--- config.mk ---
export PLATFORM = sky130hd
export DESIGN_NAME = vdic_dut_arbiter
export DESIGN_NICKNAME = d
export VERILOG_FILES = /design/src/rtl/vdic_arb_pkg.sv /design/src/rtl/rr_arbiter.sv /design/src/rtl/vdic_dut_arbiter.sv
export SDC_FILE = /design/constraint.sdc
export NUM_CORES = 1
export LEC_CHECK = 0
export ABC_AREA = 1
export BUFFER_PORTS_ARGS = -buffer_cell sky130_fd_sc_hd__buf_2
export CORE_MARGIN = 3
export CORE_UTILIZATION = 35
export DETAILED_ROUTE_END_ITERATION = 10
export SLEW_MARGIN = 25
export SYNTH_ARGS = -nofsm -noshare
export SYNTH_HDL_FRONTEND = slang
export SYNTH_HIERARCHICAL = 1
export SYNTH_SLANG_ARGS = --single-unit
--- constraint.sdc ---
create_clock -name clk -period 4.8 [get_ports clk]
set_input_delay 0.96 -clock clk [delete_from_list [all_inputs] [get_ports clk]]
set_output_delay 0.96 -clock clk [all_outputs]
set_load 0.1 [all_outputs]
--- src/rtl/vdic_arb_pkg.sv ---
// Shared types, widths and helpers for the DUT access arbiter.
package vdic_arb_pkg;

  localparam int ARG_W = 16;
  localparam int RES_W = 32;

  typedef enum logic [1:0] {
    ST_IDLE  = 2'd0,
    ST_ISSUE = 2'd1,
    ST_WAIT  = 2'd2,
    ST_RESP  = 2'd3
  } arb_state_t;

  // Even parity: XOR of all operand bits.
  function automatic logic parity_of(input logic [ARG_W-1:0] v);
    return ^v;
  endfunction

endpackage

--- src/rtl/rr_arbiter.sv ---
// Combinational round-robin picker: searches upward from the client after
// last_grant (wrapping) and returns a one-hot grant.
module rr_arbiter #(
  parameter int N_REQ = 4,
  parameter int LG_W  = $clog2(N_REQ)
) (
  input  logic [N_REQ-1:0] req,
  input  logic [LG_W-1:0]  last_grant,
  output logic [N_REQ-1:0] grant
);

  always_comb begin
    int  pos;
    logic found;
    grant = '0;
    found = 1'b0;
    pos   = 0;
    for (int off = 1; off <= N_REQ; off++) begin
      pos = int'(last_grant) + off;
      if (pos >= N_REQ) pos = pos - N_REQ;
      if (!found && req[LG_W'(pos)]) begin
        grant[LG_W'(pos)] = 1'b1;
        found             = 1'b1;
      end
    end
  end

endmodule

--- src/rtl/vdic_dut_arbiter.sv ---
// Shares one DUT among N_REQ clients: round-robin grant, single transaction in
// flight, registered outputs and a per-transaction timeout.
module vdic_dut_arbiter
  import vdic_arb_pkg::*;
#(
  parameter int N_REQ   = 4,
  parameter int TIMEOUT = 255
) (
  input  logic                   clk,
  input  logic                   rst_n,
  input  logic [N_REQ-1:0]       cl_req,
  input  logic [N_REQ*ARG_W-1:0] cl_arg_a,
  input  logic [N_REQ*ARG_W-1:0] cl_arg_b,
  output logic [N_REQ-1:0]       cl_ack,
  output logic [N_REQ-1:0]       cl_rsp_valid,
  output logic [RES_W-1:0]       cl_result,
  output logic                   cl_result_parity,
  output logic                   cl_parity_error,
  output logic                   cl_timeout,
  output logic [ARG_W-1:0]       dut_arg_a,
  output logic [ARG_W-1:0]       dut_arg_b,
  output logic                   dut_arg_a_parity,
  output logic                   dut_arg_b_parity,
  output logic                   dut_req,
  input  logic                   dut_ack,
  input  logic [RES_W-1:0]       dut_result,
  input  logic                   dut_result_parity,
  input  logic                   dut_result_rdy,
  input  logic                   dut_arg_parity_error
);

  localparam int LG_W  = $clog2(N_REQ);
  localparam int CNT_W = $clog2(TIMEOUT + 1);

  arb_state_t state_reg, state_next;

  logic [N_REQ-1:0] grant_reg, grant_next;
  logic [LG_W-1:0]  last_grant_reg, last_grant_next;
  logic [CNT_W-1:0] tmo_cnt_reg, tmo_cnt_next;

  logic [N_REQ-1:0] cl_ack_reg, cl_ack_next;
  logic [N_REQ-1:0] cl_rsp_valid_reg, cl_rsp_valid_next;
  logic [RES_W-1:0] cl_result_reg, cl_result_next;
  logic             cl_result_parity_reg, cl_result_parity_next;
  logic             cl_parity_error_reg, cl_parity_error_next;
  logic             cl_timeout_reg, cl_timeout_next;
  logic [ARG_W-1:0] dut_arg_a_reg, dut_arg_a_next;
  logic [ARG_W-1:0] dut_arg_b_reg, dut_arg_b_next;
  logic             dut_arg_a_parity_reg, dut_arg_a_parity_next;
  logic             dut_arg_b_parity_reg, dut_arg_b_parity_next;
  logic             dut_req_reg, dut_req_next;

  logic [N_REQ-1:0] rr_grant;
  logic [LG_W-1:0]  rr_idx;
  logic [ARG_W-1:0] arg_a_arr [N_REQ];
  logic [ARG_W-1:0] arg_b_arr [N_REQ];
  logic [ARG_W-1:0] sel_a, sel_b;
  logic             tmo_hit, capture, abort;

  rr_arbiter #(.N_REQ(N_REQ), .LG_W(LG_W)) u_rr (
    .req        (cl_req),
    .last_grant (last_grant_reg),
    .grant      (rr_grant)
  );

  for (genvar gi = 0; gi < N_REQ; gi++) begin : g_unpack
    assign arg_a_arr[gi] = cl_arg_a[ARG_W*gi +: ARG_W];
    assign arg_b_arr[gi] = cl_arg_b[ARG_W*gi +: ARG_W];
  end

  always_comb begin
    sel_a  = '0;
    sel_b  = '0;
    rr_idx = '0;
    for (int i = 0; i < N_REQ; i++) begin
      if (rr_grant[i]) begin
        sel_a  = sel_a | arg_a_arr[i];
        sel_b  = sel_b | arg_b_arr[i];
        rr_idx = LG_W'(i);
      end
    end
  end

  // A result in the same cycle as the timeout takes precedence.
  assign tmo_hit = (tmo_cnt_reg == CNT_W'(TIMEOUT - 1));
  assign capture = ((state_reg == ST_ISSUE) && dut_ack && dut_result_rdy) ||
                   ((state_reg == ST_WAIT) && dut_result_rdy);
  assign abort   = ((state_reg == ST_ISSUE) || (state_reg == ST_WAIT)) && !capture && tmo_hit;

  always_ff @(posedge clk or negedge rst_n) begin
    if (!rst_n) begin
      state_reg            <= ST_IDLE;
      grant_reg            <= '0;
      last_grant_reg       <= LG_W'(N_REQ - 1);
      tmo_cnt_reg          <= '0;
      cl_ack_reg           <= '0;
      cl_rsp_valid_reg     <= '0;
      cl_result_reg        <= '0;
      cl_result_parity_reg <= 1'b0;
      cl_parity_error_reg  <= 1'b0;
      cl_timeout_reg       <= 1'b0;
      dut_arg_a_reg        <= '0;
      dut_arg_b_reg        <= '0;
      dut_arg_a_parity_reg <= 1'b0;
      dut_arg_b_parity_reg <= 1'b0;
      dut_req_reg          <= 1'b0;
    end else begin
      state_reg            <= state_next;
      grant_reg            <= grant_next;
      last_grant_reg       <= last_grant_next;
      tmo_cnt_reg          <= tmo_cnt_next;
      cl_ack_reg           <= cl_ack_next;
      cl_rsp_valid_reg     <= cl_rsp_valid_next;
      cl_result_reg        <= cl_result_next;
      cl_result_parity_reg <= cl_result_parity_next;
      cl_parity_error_reg  <= cl_parity_error_next;
      cl_timeout_reg       <= cl_timeout_next;
      dut_arg_a_reg        <= dut_arg_a_next;
      dut_arg_b_reg        <= dut_arg_b_next;
      dut_arg_a_parity_reg <= dut_arg_a_parity_next;
      dut_arg_b_parity_reg <= dut_arg_b_parity_next;
      dut_req_reg          <= dut_req_next;
    end
  end

  always_comb begin
    state_next = state_reg;
    case (state_reg)
      ST_IDLE:  if (|cl_req) state_next = ST_ISSUE;
      ST_ISSUE: begin
        if (capture || abort) state_next = ST_RESP;
        else if (dut_ack)     state_next = ST_WAIT;
      end
      ST_WAIT:  if (capture || abort) state_next = ST_RESP;
      ST_RESP:  state_next = ST_IDLE;
      default:  state_next = ST_IDLE;
    endcase
  end

  always_comb begin
    grant_next            = grant_reg;
    last_grant_next       = last_grant_reg;
    tmo_cnt_next          = tmo_cnt_reg;
    cl_ack_next           = '0;
    cl_rsp_valid_next     = '0;
    cl_result_next        = cl_result_reg;
    cl_result_parity_next = cl_result_parity_reg;
    cl_parity_error_next  = cl_parity_error_reg;
    cl_timeout_next       = cl_timeout_reg;
    dut_arg_a_next        = dut_arg_a_reg;
    dut_arg_b_next        = dut_arg_b_reg;
    dut_arg_a_parity_next = dut_arg_a_parity_reg;
    dut_arg_b_parity_next = dut_arg_b_parity_reg;
    dut_req_next          = dut_req_reg;

    case (state_reg)
      ST_IDLE: begin
        if (|cl_req) begin
          grant_next            = rr_grant;
          last_grant_next       = rr_idx;
          cl_ack_next           = rr_grant;
          dut_arg_a_next        = sel_a;
          dut_arg_b_next        = sel_b;
          dut_arg_a_parity_next = parity_of(sel_a);
          dut_arg_b_parity_next = parity_of(sel_b);
          dut_req_next          = 1'b1;
          tmo_cnt_next          = '0;
        end
      end
      ST_ISSUE, ST_WAIT: begin
        tmo_cnt_next = tmo_cnt_reg + CNT_W'(1);
        if (dut_ack || abort) dut_req_next = 1'b0;
        if (capture) begin
          cl_rsp_valid_next     = grant_reg;
          cl_result_next        = dut_result;
          cl_result_parity_next = dut_result_parity;
          cl_parity_error_next  = dut_arg_parity_error;
          cl_timeout_next       = 1'b0;
        end else if (abort) begin
          cl_rsp_valid_next     = grant_reg;
          cl_result_next        = '0;
          cl_result_parity_next = 1'b0;
          cl_parity_error_next  = 1'b0;
          cl_timeout_next       = 1'b1;
        end
      end
      default: ;
    endcase
  end

  assign cl_ack           = cl_ack_reg;
  assign cl_rsp_valid     = cl_rsp_valid_reg;
  assign cl_result        = cl_result_reg;
  assign cl_result_parity = cl_result_parity_reg;
  assign cl_parity_error  = cl_parity_error_reg;
  assign cl_timeout       = cl_timeout_reg;
  assign dut_arg_a        = dut_arg_a_reg;
  assign dut_arg_b        = dut_arg_b_reg;
  assign dut_arg_a_parity = dut_arg_a_parity_reg;
  assign dut_arg_b_parity = dut_arg_b_parity_reg;
  assign dut_req          = dut_req_reg;

endmodule
==> results.md <==
- Status: complete, no violations
- Setup violators final: 0
- Worst Path Arrival: between 3000 and 4000 ps
- CTS Buffer Depth: 2
- CP startpoint kind: register
- Root cell of the clock tree: clkbuf_16
- Yosys warnings: 6
- Cells after Synth: ~900
- Routed len/inst: around 13 um
- Vias: 6128
- Flop-to-flop setup slack: 1190 ps
- Predominant post-synthesis flop cell: dfrtp_1
- Crit. End Element: register
- Top Ports: around 250
- GRT overflow: 0
- Most numerous cell in the Yosys netlist: nand2_1
- CP max stage delay: 710 ps
- Ys async rst share: 100%
- Busiest grt layer: met2
- CP max-delay cell: dfstp_2
- RSZ-0062 raised after global routing: false
- First-pass GRT wire length: between 20000 and 30000 um
- Slew Viols, Final: 0
- Avg Cell Area, Syn: around 6.6 um2
- Worst Path Class, Setup: reg -> reg
- Initial Util: a little over a third
- Filler cell count: approximately 1.7k
- CORE AREA: 16600 um2
- Worst Path Max Fanout: 22
- DRT Pass-1 Iters: 5
- FMAX: between 200 and 300 MHz
- Chip Height: 137 um
- CP Buf/Inv Count: 5
- Synth cell types: 31
- Max reg flops: 32
- Die X: 137 um
- DRT antenna net count: 0
- Full die area: around 19000 um2
- H-Tree Depth: 3
- Routed vias/inst: approximately 4.5
- Final RePlAce weighted congestion: slightly above 0.8
- Synth area leaders: dfrtp_1 (39%), nand2_1 (30%), nand3_1 (5.3%)
- Vias in the first global route: between 5k and 6k
- Post-DP HPWL: ~13000 um
- Setup TNS: 0 ps
- Fraction of layout instances using a drive strength above 1: a little over a quarter
- Minimum clock period: between 3000 and 4000 ps
- Syn Nets: around 1.1k
- Final period util: 75.1%
- GR Util met2: 29.7%
- Top cells by count, synth: nand2_1 (476), dfrtp_1 (92), inv_1 (75)
- Largest net degree at the start of global routing: between 60 and 70
- Post-CTS Setup Inserts: 0
- Clock tree from TritonCTS: done
- Worst Hold Class: reg -> reg
- Hold Vio Cnt, Final: 0
- Post-synth top area share: between 30% and 40%
- Initial detailed-routing violation count: around 320
- Max-cap violations: 0
- Cts bufs inserted: 9
- GRT Total Usage: 18.4%
- Cts repair resizes: 0
- Critical Path RT: approximately 5000 ps
- Synth Register Bits: 94
- I/O Buffers: roughly 250
- Nets@finish: around 1.3k
- Post-synth EDFFs: 0
- Worst Tran Pin Value: ~840 ps
- Clk slew on worst S/H paths: 70 ps
- Hold-fix buffer count after cts: 0
- Area leader, netlist: dfrtp_1
- # rows: 47
- Clock Latency Late Sink: ~350 ps
- WL final: between 15000 and 20000 um
- Sequential area share after synthesis: 39.4%
- Worst path cell trace: inv_6, ha_1, inv_1, nand2_4, nand2_4, nor2_2, a21oi_1, nand3_1, buf_4, nand2_1, nand2_1, nor2_1, nand2_1, nand2_1, inv_1, nand2_1, nand2_1, nand2_1, nand2_1, inv_1, nand2_1, nand3_1, nand2_1
- Crit path top cell by count: nand2_1
- Clock Skews: roughly 9.0 ps
- Cell Area, Synth: about 6000 um2
- Initial antenna violation count: 1
- M3 GR Usage: about 4.2%
- Clk sinks: 94
- Slew headroom: 43.9%
- Remaining DRCs: 0
- CP top delay family: simple AND/OR/NAND/NOR gates
- Layout area overhead: 27.1%
- Met1 Usage GRT: 24.4%
routing by layer:
layer  part of all wire, %  up-vias
li1                      -     3238
met1                    45     2675
met2                    46      198
met3                   7.3       15
met4                   1.4        2
met5                 0.039        -
worst min-delay path, cell delays in order, from the launching register on:
cell and delay [ps]:
dfrtp_1 340, nand2_1 50, nand2_1 50
per-stage QoR:
stage               setup slack (ps)  cell area [um2]  instances  hold slack [ps]  utilization (%)
global route                     863             7590       1355              491             45.6
detailed placement              1240             7270       1339              454             43.7
floorplan                       2010             5970        899              457                -
finish                          1190             7590       1356              470             45.6
CTS                             1220             7590       1355              472             45.6
global placement                1310             7270       1339              450             43.7
path summary, 6_finish.rpt:
path	from	end	depth (start not counted)
max	last_grant_reg[0]	dut_arg_a_parity	23
min	cl_result[24]	cl_result[24]	2
max reg2reg	last_grant_reg[0]	dut_arg_a_parity	23
min reg2reg	cl_result[24]	cl_result[24]	2
max in group asynchronous	rst_n	last_grant_reg[0]	2
min in group asynchronous	rst_n	dut_arg_b[5]	1
logic make-up after synthesis:
kind of cell | Yosys count | share of synthesized area [%]
AND/OR/NAND/NOR | 604 | 41.4
buffers and inverters | 116 | 9.81
flip-flops | 94 | 39.4
AO/OA/AOI/OAI | 71 | 6.52
adder cells (fa/ha/maj) | 13 | 2.72
XOR/XNOR | 1 | 0.147
placed cells by master, fill, tap and decap left out, types with 13 or more instances in the layout:
master     n
a21oi_1   15
o21ai_0   41
nand3_1   63
nor2_1    31
inv_1     75
dfrtp_1   92
nand2_1  475
ha_1      13
buf_2    246
nor2_2    17
cell type report:
type,count,area [um2],share of cell area [%]
Clock buffer,9,225,2.97
Sequential cell,94,2350,31.0
Tap cell,220,275,3.63
Inverter,81,309,4.07
Antenna cell,1,2.50,0.0330
Timing Repair Buffer,255,1300,17.1
Clock inverter,7,91.3,1.20
Multi-Input combinational cell,689,3030,40.0
Power is left out: the tool's default activity adds up to more than one toggle a clock period on the data nets, which glitch-free logic cannot reach.
